## src/rtl/dm_pkg.sv

```systemverilog
// Shared types and constants for the data-memory access controller.
// Size encodings, FSM states and the default memory size.
package dm_pkg;

    localparam int DM_MEM_BYTES = 128;

    localparam logic [1:0] SZ_BYTE = 2'd0;
    localparam logic [1:0] SZ_HALF = 2'd1;
    localparam logic [1:0] SZ_WORD = 2'd2;

    typedef enum logic [2:0] {
        ST_IDLE,
        ST_RD,
        ST_RD_WAIT,
        ST_WR,
        ST_RESP
    } dm_state_e;

endpackage

```

## src/rtl/dm_byte_lane.sv

```systemverilog
// Big-endian lane extract/merge for one 32-bit memory word.
// Byte offset o lives in bits [31-8o -: 8]; halfword offset 2 is [15:0].
module dm_byte_lane
    import dm_pkg::*;
(
    input  logic [31:0] i_word,
    input  logic [1:0]  i_offset,
    input  logic [1:0]  i_size,
    input  logic        i_signed,
    input  logic [31:0] i_wdata,
    output logic [31:0] o_load,
    output logic [31:0] o_merged
);

    logic [4:0]  w_bshift;
    logic [4:0]  w_hshift;
    logic [31:0] w_bword;
    logic [7:0]  w_byte;
    logic [15:0] w_half;

    // (3 - offset) * 8: distance of the byte lane from bit 0
    assign w_bshift = {~i_offset, 3'b000};
    assign w_hshift = i_offset[1] ? 5'd0 : 5'd16;
    assign w_bword  = i_word >> w_bshift;
    assign w_byte   = w_bword[7:0];
    assign w_half   = i_offset[1] ? i_word[15:0] : i_word[31:16];

    // Extend the selected lane for loads; splice store data into the word
    always_comb begin
        o_load   = i_word;
        o_merged = i_wdata;
        unique case (i_size)
            SZ_BYTE: begin
                o_load   = {{24{i_signed & w_byte[7]}}, w_byte};
                o_merged = (i_word & ~(32'h0000_00FF << w_bshift))
                         | ({24'd0, i_wdata[7:0]} << w_bshift);
            end
            SZ_HALF: begin
                o_load   = {{16{i_signed & w_half[15]}}, w_half};
                o_merged = (i_word & ~(32'h0000_FFFF << w_hshift))
                         | ({16'd0, i_wdata[15:0]} << w_hshift);
            end
            default: begin
                o_load   = i_word;
                o_merged = i_wdata;
            end
        endcase
    end

endmodule

```

## src/rtl/dm_access_ctrl.sv

```systemverilog
// Load/store controller driving a word-wide big-endian data memory.
// Sub-word stores are done as read-modify-write; all outputs registered.
module dm_access_ctrl
    import dm_pkg::*;
#(
    parameter int MEM_BYTES = DM_MEM_BYTES
) (
    input  logic        clk,
    input  logic        rst,
    input  logic        req_valid,
    output logic        req_ready,
    input  logic        req_write,
    input  logic [1:0]  req_size,
    input  logic        req_signed,
    input  logic [31:0] req_addr,
    input  logic [31:0] req_wdata,
    output logic        resp_valid,
    output logic [31:0] resp_rdata,
    output logic        resp_err,
    output logic [31:0] Address,
    output logic [31:0] data,
    output logic        MemRead,
    output logic        MemWrite,
    input  logic [31:0] DM_data
);

    localparam logic [31:0] LP_MAX_WORD = 32'(MEM_BYTES - 4);

    dm_state_e   r_state;
    dm_state_e   w_state_nxt;
    logic        r_write;
    logic        r_signed;
    logic [1:0]  r_size;
    logic [1:0]  r_off;
    logic [31:0] r_wdata;
    logic [31:0] w_waddr;
    logic        w_accept;
    logic        w_req_err;
    logic [31:0] w_lane_load;
    logic [31:0] w_lane_merge;
    logic [31:0] w_addr_nxt;
    logic [31:0] w_data_nxt;
    logic [31:0] w_rdata_nxt;
    logic        w_err_nxt;

    assign w_waddr  = {req_addr[31:2], 2'b00};
    assign w_accept = req_valid & req_ready;

    assign w_req_err = (req_size == 2'd3)
                     | ((req_size == SZ_HALF) & req_addr[0])
                     | ((req_size == SZ_WORD) & (|req_addr[1:0]))
                     | (w_waddr > LP_MAX_WORD);

    dm_byte_lane u_lane (
        .i_word   (DM_data),
        .i_offset (r_off),
        .i_size   (r_size),
        .i_signed (r_signed),
        .i_wdata  (r_wdata),
        .o_load   (w_lane_load),
        .o_merged (w_lane_merge)
    );

    // State register
    always_ff @(posedge clk) begin
        if (rst) r_state <= ST_IDLE;
        else     r_state <= w_state_nxt;
    end

    // Next state plus next values of the held output registers
    always_comb begin
        w_state_nxt = r_state;
        w_addr_nxt  = Address;
        w_data_nxt  = data;
        w_rdata_nxt = resp_rdata;
        w_err_nxt   = resp_err;
        unique case (r_state)
            ST_IDLE: begin
                if (w_accept) begin
                    w_rdata_nxt = '0;
                    w_err_nxt   = w_req_err;
                    if (w_req_err) begin
                        w_state_nxt = ST_RESP;
                    end else begin
                        w_addr_nxt = w_waddr;
                        if (req_write && req_size == SZ_WORD) begin
                            w_state_nxt = ST_WR;
                            w_data_nxt  = req_wdata;
                        end else begin
                            w_state_nxt = ST_RD;
                        end
                    end
                end
            end
            ST_RD: w_state_nxt = ST_RD_WAIT;
            ST_RD_WAIT: begin
                // DM_data is valid this whole cycle
                if (r_write) begin
                    w_state_nxt = ST_WR;
                    w_data_nxt  = w_lane_merge;
                end else begin
                    w_state_nxt = ST_RESP;
                    w_rdata_nxt = w_lane_load;
                end
            end
            ST_WR:   w_state_nxt = ST_RESP;
            ST_RESP: w_state_nxt = ST_IDLE;
            default: w_state_nxt = ST_IDLE;
        endcase
    end

    // Latch request fields at acceptance
    always_ff @(posedge clk) begin
        if (rst) begin
            r_write  <= 1'b0;
            r_signed <= 1'b0;
            r_size   <= SZ_BYTE;
            r_off    <= 2'd0;
            r_wdata  <= '0;
        end else if (w_accept) begin
            r_write  <= req_write;
            r_signed <= req_signed;
            r_size   <= req_size;
            r_off    <= req_addr[1:0];
            r_wdata  <= req_wdata;
        end
    end

    // Registered outputs, decoded from the next state
    always_ff @(posedge clk) begin
        if (rst) begin
            req_ready  <= 1'b1;
            resp_valid <= 1'b0;
            resp_err   <= 1'b0;
            resp_rdata <= '0;
            Address    <= '0;
            data       <= '0;
            MemRead    <= 1'b0;
            MemWrite   <= 1'b0;
        end else begin
            req_ready  <= (w_state_nxt == ST_IDLE);
            resp_valid <= (w_state_nxt == ST_RESP);
            MemRead    <= (w_state_nxt == ST_RD);
            MemWrite   <= (w_state_nxt == ST_WR);
            resp_err   <= w_err_nxt;
            resp_rdata <= w_rdata_nxt;
            Address    <= w_addr_nxt;
            data       <= w_data_nxt;
        end
    end

endmodule

```

## config.mk

```make
export PLATFORM = sky130hd
export DESIGN_NAME = dm_access_ctrl
export DESIGN_NICKNAME = d
export VERILOG_FILES = /design/src/rtl/dm_pkg.sv /design/src/rtl/dm_byte_lane.sv /design/src/rtl/dm_access_ctrl.sv
export SDC_FILE = /design/constraint.sdc
export NUM_CORES = 1
export LEC_CHECK = 0
export CORE_MARGIN = 1.5
export CORE_UTILIZATION = 45
export DETAILED_ROUTE_END_ITERATION = 16
export PLACE_DENSITY = 0.84
export SLEW_MARGIN = 20
export SYNTH_ARGS = -nofsm -noshare
export SYNTH_HDL_FRONTEND = slang
export SYNTH_SLANG_ARGS = --single-unit
```

## constraint.sdc

```tcl
create_clock -name clk -period 2.2 [get_ports clk]
set_input_delay 0.44 -clock clk [delete_from_list [all_inputs] [get_ports clk]]
set_output_delay 0.44 -clock clk [all_outputs]
set_load 0.1 [all_outputs]
```

Word-level counts from Yosys, hierarchy flattened. Cells that the tools add are included.

Register bits: 140. Input bits: 103. Output and inout bits: 101.

Reduce and logical (&&, ||, !) cells: 10. Equality and inequality tests: 15. Magnitude comparators: 1. Multiplexer cells: 17. Shifts and indexed selects: 5. Bitwise logic cells: 16.

Operators by type and width (count): $pmux 32 s2 (4); $mux 32 (6); $and 32x32->32 (2); $not 32->32 (2); $or 32x32->32 (2); $gt 32x7->1 const B (1); $shl 16x5->32 (1); $shl 16x5->32 const A (1); $shl 8x5->32 (1); $shl 8x5->32 const A (1); $shr 32x5->8 (1); $mux 16 (1); $pmux 3 s4 (1); $ne 2x2->1 const B (5); $eq 3x2->1 const B (3); $mux 3 (3); $eq 3x1->1 const B (2); $logic_not 3->1 (2); $reduce_and 3->1 (2); $and 1x1->1 (5); $mux 5 (1); $reduce_and 5->1 (1); $eq 2x1->1 const B (2); $eq 2x2->1 const B (2); 10 further kinds (12).

Depth between registers and ports, before layout. Gate-level depths: netlist (run 1).

Depth in word-level cells: 9. Depth in mapped cells: 7.

Cells and area by module. From an unflattened synthesis (run 1), not the netlist that was laid out.

Cell total of the unflattened synthesis: 762. Area, all modules: 6821.5 um^2.

Modules (own cells, without submodules): dm_access_ctrl (cells an instance 545, times used 1, area each 5391.4 um^2); dm_byte_lane (cells an instance 217, times used 1, area each 1430.1 um^2).

Worst setup path before layout (run 1). No wires, ideal clock.

Path kind: register to register. Start point: reg req_ready. End point: reg data[10]. Data arrival time: 2482 ps. Library setup time: 122 ps. Path slack: -404 ps. Path buffers: 1. Cell stages (with the launch flop): 7. Path through: dfxtp_1 nand2_1 or4_4 nor3_4 a21oi_2 buf_6 mux2i_1.

Longest elaborated chain between the ends: 3.

Ends and longest elaborated chain: from (decl) (line dm_access_ctrl.sv:11) `output logic req_ready,`; from (signal assigned) (line dm_access_ctrl.sv:141) `req_ready <= (w_state_nxt == ST_IDLE);`; $and 1x1->1 (line dm_access_ctrl.sv:47) `assign w_accept = req_valid & req_ready;`; $ne 2x2->1 (no source line); $reduce_and 5->1 (no source line); to (signal assigned) (line dm_access_ctrl.sv:148) `data <= w_data_nxt;`; to (decl) (line dm_access_ctrl.sv:21) `output logic [31:0] data,`.

Every way passes these cells. A chain may end at the register's enable or synchronous reset.

Worst setup path after layout (run 1).
Start point: in DM_data[31]. End point: reg resp_rdata[12].

Longest elaborated chain between the ends: 5.

Ends and longest elaborated chain: from (decl) (line dm_access_ctrl.sv:24) `input logic [31:0] DM_data`; $shr 32x5->8 (line dm_byte_lane.sv:24) `assign w_bword = i_word >> w_bshift;`; $and 1x1->1 (line dm_byte_lane.sv:34) `o_load = {{24{i_signed & w_byte[7]}}, w_byte};`; $pmux 32 s2 (line dm_byte_lane.sv:32) `unique case (i_size)`; $mux 32 (line dm_access_ctrl.sv:98) `if (r_write) begin`; $pmux 32 s2 (line dm_access_ctrl.sv:77) `unique case (r_state)`; to (signal assigned) (line dm_access_ctrl.sv:146) `resp_rdata <= w_rdata_nxt;`; to (decl) (line dm_access_ctrl.sv:18) `output logic [31:0] resp_rdata,`.

Every way passes these cells. The select of a mux whose other input is x is not followed.

==> flow_summary.toml, run 1 <==
[sta]
worst_pin_slew_ps = 520
finClkSkew_ps = 7.61
slew_headroom = 0.653
rsz0062_at_grt = "false"
worst_hold_slack_ps = 422
min_period_over_period = 0.885
finalMaxSlewViolations = 0
hold_violations = 0
setup_viol = 0
finalCriticalPeriod_ps = 1950
fmaxAchievable_ghz = 0.514

[cells_and_area]
nets = 1070
layout_common_cells = "buf_4, dfxtp_1, nand2_1, clkdlybuf4s50_1, a21oi_1"
drive_gt1_frac = 0.198
stdcell_count = 1160
area_growth_pct = 43.4
diodes = 0
final_common_cell = "buf_4"

[yosys]
synthCells = 759
synth-compound-area-share = 0.230
synth_top_family_by_area = "compound AO/OA/AOI/OAI gates"
synth_fa_ha_area_frac = 0
ys_ff_latch = 140
synthFlopType = "dfxtp_1"
synth_cell_type_count = 54
ys_warn_count = 0
synth_xor_area_frac = 0
synth_edf_count = 0
synthSimpleGateAreaFrac = 0.223
avgSynthCellArea_sq_um = 8.55
yosysSeqAreaShare = 0.432
async_flop_share = 0
syn-cell-area_sq_um = 6490
synthMuxAreaShare = 0.0712

[setup_path]
cp.arrival_ps = 2250
worst-setup-path-type = "in2reg"
required_ps = 2510
r2r_cells = 7
crit_path_start_kind = "input port"
cp-end-kind = "flop"
crit_fanout = 5

[min_path]
hold_path.class = "in2reg"
hold_depth = 2

[route]
vias = 6506
vias_per_cell = 5.61
first_pass_iters = 6
wl_per_cell_um = 17.6
drt.antenna.violating_nets = 0
wirelength_um = 20500
route.detailed.drc = 0
first_iter_violations = 793

[pwr]
p_sw_uw = 1680
p_leak_uw = 0.00400
seqPwrFrac = 0.400
power_density_nw_per_um2 = 709
netSwitchingFraction = 0.254
pwr-share-clk = 0.473
combPwrFrac = 0.127
peakVddDrop_uv = 573
p_int_uw = 4920

[floorplan]
initial_utilization = 0.464
num_io_pins = 204
num_rows = 43
die_w_um = 123
chipHeight_um = 123
core_sq_um = 14000
dieArea_sq_um = 15100

[flow_run]
drv_cap = 0

[placement]
gp_congestion = 0.908
dp.cells = 1128
io_buffer_count = 201
hpwl_um = 14700

[clock_network]
htree_num_levels = 4
clockRootBuffer = "clkbuf_16"
clk_path_buf_depth = 2
numCtsBuffers = 17
hold_buffers = 0
clk_pin_slew_ps = 60
cts_tree = "done"
clock_sinks = 140
clk_latency_ps = 420

[grt]
grt_pass1_wl_um = 31700
grt_start_max_net_pins = 90
grt_pass1_vias = 5990
gr-total-overflow = 0
antenna_found_initial = 0
grt_usage = 0.273

[run_status]
outcome = "completed"
==> final timing paths <==
path	start	endpoint	slack [ps]
worst min register to register	r_wdata[16]$_SDFFE_PP0P_	r_wdata[16]$_SDFFE_PP0P_	460
worst max-delay path	DM_data[31]	resp_rdata[12]$_SDFFE_PP0P_	250
worst max register to register	r_off[1]$_SDFFE_PP0P_	resp_rdata[12]$_SDFFE_PP0P_	280
worst min-delay path	rst	resp_rdata[6]$_SDFFE_PP0P_	420
==> cells in the mapped netlist (all sizes together) (2+ instances only) <==
cell	instances	share of area
o22ai	5	0.0048
nor2b	14	0.013
nand3	3	0.0023
buf	15	0.013
nand2b	50	0.048
o211a	2	0.0031
dfxtp	140	0.43
nor3	8	0.0095
nand2	123	0.071
a211o	16	0.022
and2	32	0.031
or2	4	0.0039
nand4b	5	0.0067
o21a	3	0.0035
nor4	6	0.0081
a21o	2	0.0023
a32o	5	0.0077
clkbuf	46	0.027
a22oi	8	0.0093
a21oi	62	0.048
a211oi	20	0.023
mux2i	45	0.069
o221ai	2	0.0027
nor2	40	0.023
a221oi	18	0.024
o21ai	29	0.022
inv	6	0.0035
o211ai	8	0.0093
a22o	19	0.026
a31oi	3	0.0029
a311o	8	0.012
==> layer usage <==
metal	vias up	routed length (um)	part of all wire	global-route usage
met5	-	0	0	0
met1	2995	8540	0.42	0.375
li1	3118	-	-	-
met2	355	9280	0.45	0.416
met4	0	442	0.022	0.0970
met3	38	2210	0.11	0.0673
==> area by class of cell <==
type | count | area (sq um)
fillers | 1108 | 4690
multi-input cells | 553 | 3420
flip-flops and latches | 140 | 2810
repair buffers | 249 | 2180
clock buffers | 18 | 439
well taps | 180 | 225
clock inverters | 14 | 204
inverters | 6 | 22.5
==> power groups by stage <==
stage | Clock [uW] | Sequential (uW) | Combinational (uW)
CTS | 3150 | 2630 | 827
global route | 3270 | 2640 | 898
global placement | 0 | 2690 | 814
finish | 3120 | 2640 | 840
detailed placement | 0 | 2690 | 820
floorplan | 0 | 2700 | 404
==> through the flow <==
stage / total power (uW) / worst slack, ps / cell area, sq um / setup TNS, ps / util
2_1_floorplan: 3100 / 119 / 6490 / 0 / -
3_5_place_dp: 3510 / -151 / 8650 / -6160 / 0.619
6_report: 6590 / 254 / 9300 / 0 / 0.665
4_1_cts: 6600 / 111 / 9300 / 0 / 0.665
5_1_grt: 6800 / 103 / 9300 / 0 / 0.665
3_3_place_gp: 3500 / -126 / 8650 / -5030 / 0.619
==> worst max-delay path, stage by stage <==
cell	delay (ps)
clkdlybuf4s50_1	450
mux2_2	320
or2_2	290
a41oi_1	210
buf_4	160
o21ai_0	110
a32o_1	270
==> cell families after synthesis <==
logic type             Yosys count
other                            1
multiplexers                    46
flip-flops                     140
AND/OR/NAND/NOR                290
buffers and inverters           67
AO/OA/AOI/OAI                  215
==> flip-flops by register name, indices dropped and copies added, names as in the netlist, 2 cells and up <==
name        count
r_off           2
r_wdata        32
resp_rdata     32
Address        30
r_size          2
r_state         3
data           32
==> timing repair <==
item	4_1_cts	5_1_grt
setup buffers	0	0
gates resized for setup	0	1
setup endpoints to repair	0	2
(Power assumes the default switching activity.)
==> inputs of run 2 (changes only) <==
ABC_AREA = 0   (was unset)
CORE_UTILIZATION = 47   (was 45)
PLACE_DENSITY = 0.87   (was 0.84)
==> run 2 against run 1 <==
Net effect: non-clock buffer count is 3 lower; clock power shrank 12%; cell count down 0.60%; global-route usage grew 1.4 points; routed wire length up 2.6%; total power fell by 5.7%; design area fell by 0.81%; hold slack got worse by 51 ps.
==> flow_summary.toml, run 2 (synthesized netlist as in run 1, its figures left out) <==
[placement]
hpwl_um = 14800
io_buffer_count = 201
dpl_worst_slack_ps = -126
place_area_sq_um = 8650
gp_congestion = 0.980

[cells_and_area]
fillers = 1053
seq_area_sq_um = 2810
final_core_util = 0.691
top_regs = "data: 32 flops, r_wdata: 32 flops, resp_rdata: 32 flops"
final_area_sq_um = 9230
multiInputGateArea_sq_um = 3420
nets = 1067
area_growth_pct = 42.2
drive_gt1_frac = 0.195
diodes = 0
layout_common_cells = "dfxtp_1, buf_4, nand2_1, clkdlybuf4s50_1, a21oi_1"

[clock_network]
clk_path_buf_depth = 2
clock_sinks = 140
cts_tree = "done"
clk_pin_slew_ps = 60
htree_num_levels = 4
clockRootBuffer = "clkbuf_16"
numCtsBuffers = 17
hold_buffers = 0
cts_setup_buffers = 0
clk_latency_ps = 430
ctsResizeCount = 0

[route]
first_pass_iters = 5
drt.antenna.violating_nets = 0
route.detailed.drc = 0
vias = 6549
wirelength_um = 21000
wl_per_cell_um = 18.2
first_iter_violations = 804
vias_per_cell = 5.68

[sta]
slew_headroom = 0.663
fmaxAchievable_ghz = 0.502
setup_viol = 0
hold_violations = 0
finClkSkew_ps = 6.64
finalMaxSlewViolations = 0
finalCriticalPeriod_ps = 1990
rsz0062_at_grt = "false"
min_period_over_period = 0.905
worst_pin_slew_ps = 506
fin_ws_ps = 208

[setup_path]
worst-setup-path-type = "reg2reg"
crit_top_cell = "buf_4"
cp_slowest_cell = "dfxtp_1"
r2r_cells = 7
cp.arrival_ps = 2310
path_cells = "buf_4 > mux2i_1 > nand2_1 > a41oi_1 > buf_4 > o21ai_0 > a32o_1"
required_ps = 2510
crit_path_start_kind = "flop"
crit_fanout = 15
slowest_delay_ps = 400
cp-end-kind = "flop"

[grt]
antenna_found_initial = 0
grt_start_max_net_pins = 97
grt_pass1_vias = 6112
grt_pass1_wl_um = 32400
grt_usage = 0.287
gr-total-overflow = 0

[floorplan]
core_sq_um = 13300
die_w_um = 120
dieArea_sq_um = 14500
chipHeight_um = 120
num_rows = 42
initial_utilization = 0.486
num_io_pins = 204

[pwr]
peakVddDrop_uv = 496
power_density_nw_per_um2 = 674
p_leak_uw = 0.00395

[min_path]
hold_depth = 2
hold_path.class = "in2reg"

[run_status]
outcome = "completed"

[flow_run]
drv_cap = 0
==> run 2: cell count changes in the layout (fill, tap and decap cells not counted) <==
cell	delta
buf_12	+2
clkbuf_8	+1
inv_6	-4
buf_4	-5
bufinv_16	-3
clkinv_2	+3
clkinv_4	+1
clkinvlp_4	+2
==> run 2: cell type report <==
cell class              instances  area share
inverters                       6     0.00244
flip-flops and latches        140       0.304
clock inverters                13      0.0127
clock buffers                  19      0.0491
multi-input cells             553       0.370
repair buffers                246       0.237
well taps                     176      0.0239
==> run 2: worst paths after layout <==
check | startpoint | to | slack, ps
hold reg to reg | r_wdata[22]$_SDFFE_PP0P_ | r_wdata[22]$_SDFFE_PP0P_ | 450
setup reg to reg | r_off[1]$_SDFFE_PP0P_ | resp_rdata[11]$_SDFFE_PP0P_ | 210
setup / recovery | r_off[1]$_SDFFE_PP0P_ | resp_rdata[11]$_SDFFE_PP0P_ | 210
hold / removal | rst | resp_rdata[0]$_SDFFE_PP0P_ | 370
==> run 2: critical path: cells and delay by family, from the launching register on <==
| family | cells | cell delay, ps |
|---|---|---|
| multiplexers | 1 | 340 |
| AND/OR/NAND/NOR | 1 | 130 |
| flip-flops | 1 | 400 |
| AO/OA/AOI/OAI | 3 | 610 |
| buffers and inverters | 2 | 400 |
==> run 2: power breakdown <==
| group | leakage [uW] | internal, uW | switching, uW | total (uW) |
|---|---|---|---|---|
| combinational | 0.00255 | 385 | 464 | 849 |
| sequential | 0.00114 | 2580 | 47.9 | 2630 |
| clock | 0.000268 | 1610 | 1120 | 2740 |
| total | 0.00395 | 4580 | 1630 | 6220 |
==> run 2: routing by layer <==
layer | up-vias | wire (um) | GRT usage
met2 | 350 | 9810 | 0.453
li1 | 3108 | - | -
met4 | 0 | 452 | 0.0949
met1 | 3051 | 8900 | 0.393
met5 | - | 0 | 0
met3 | 40 | 1830 | 0.0566
==> run 2: per-stage QoR <==
step / total power (uW) / hold WS, ps / TNS [ps] / cells
floorplan: 3100 / 436 / 0 / 760
global placement: 3500 / 441 / -4220 / 1121
detailed placement: 3510 / 445 / -5090 / 1121
CTS: 6210 / 364 / 0 / 1153
global route: 6400 / 371 / 0 / 1153
finish: 6220 / 372 / 0 / 1153
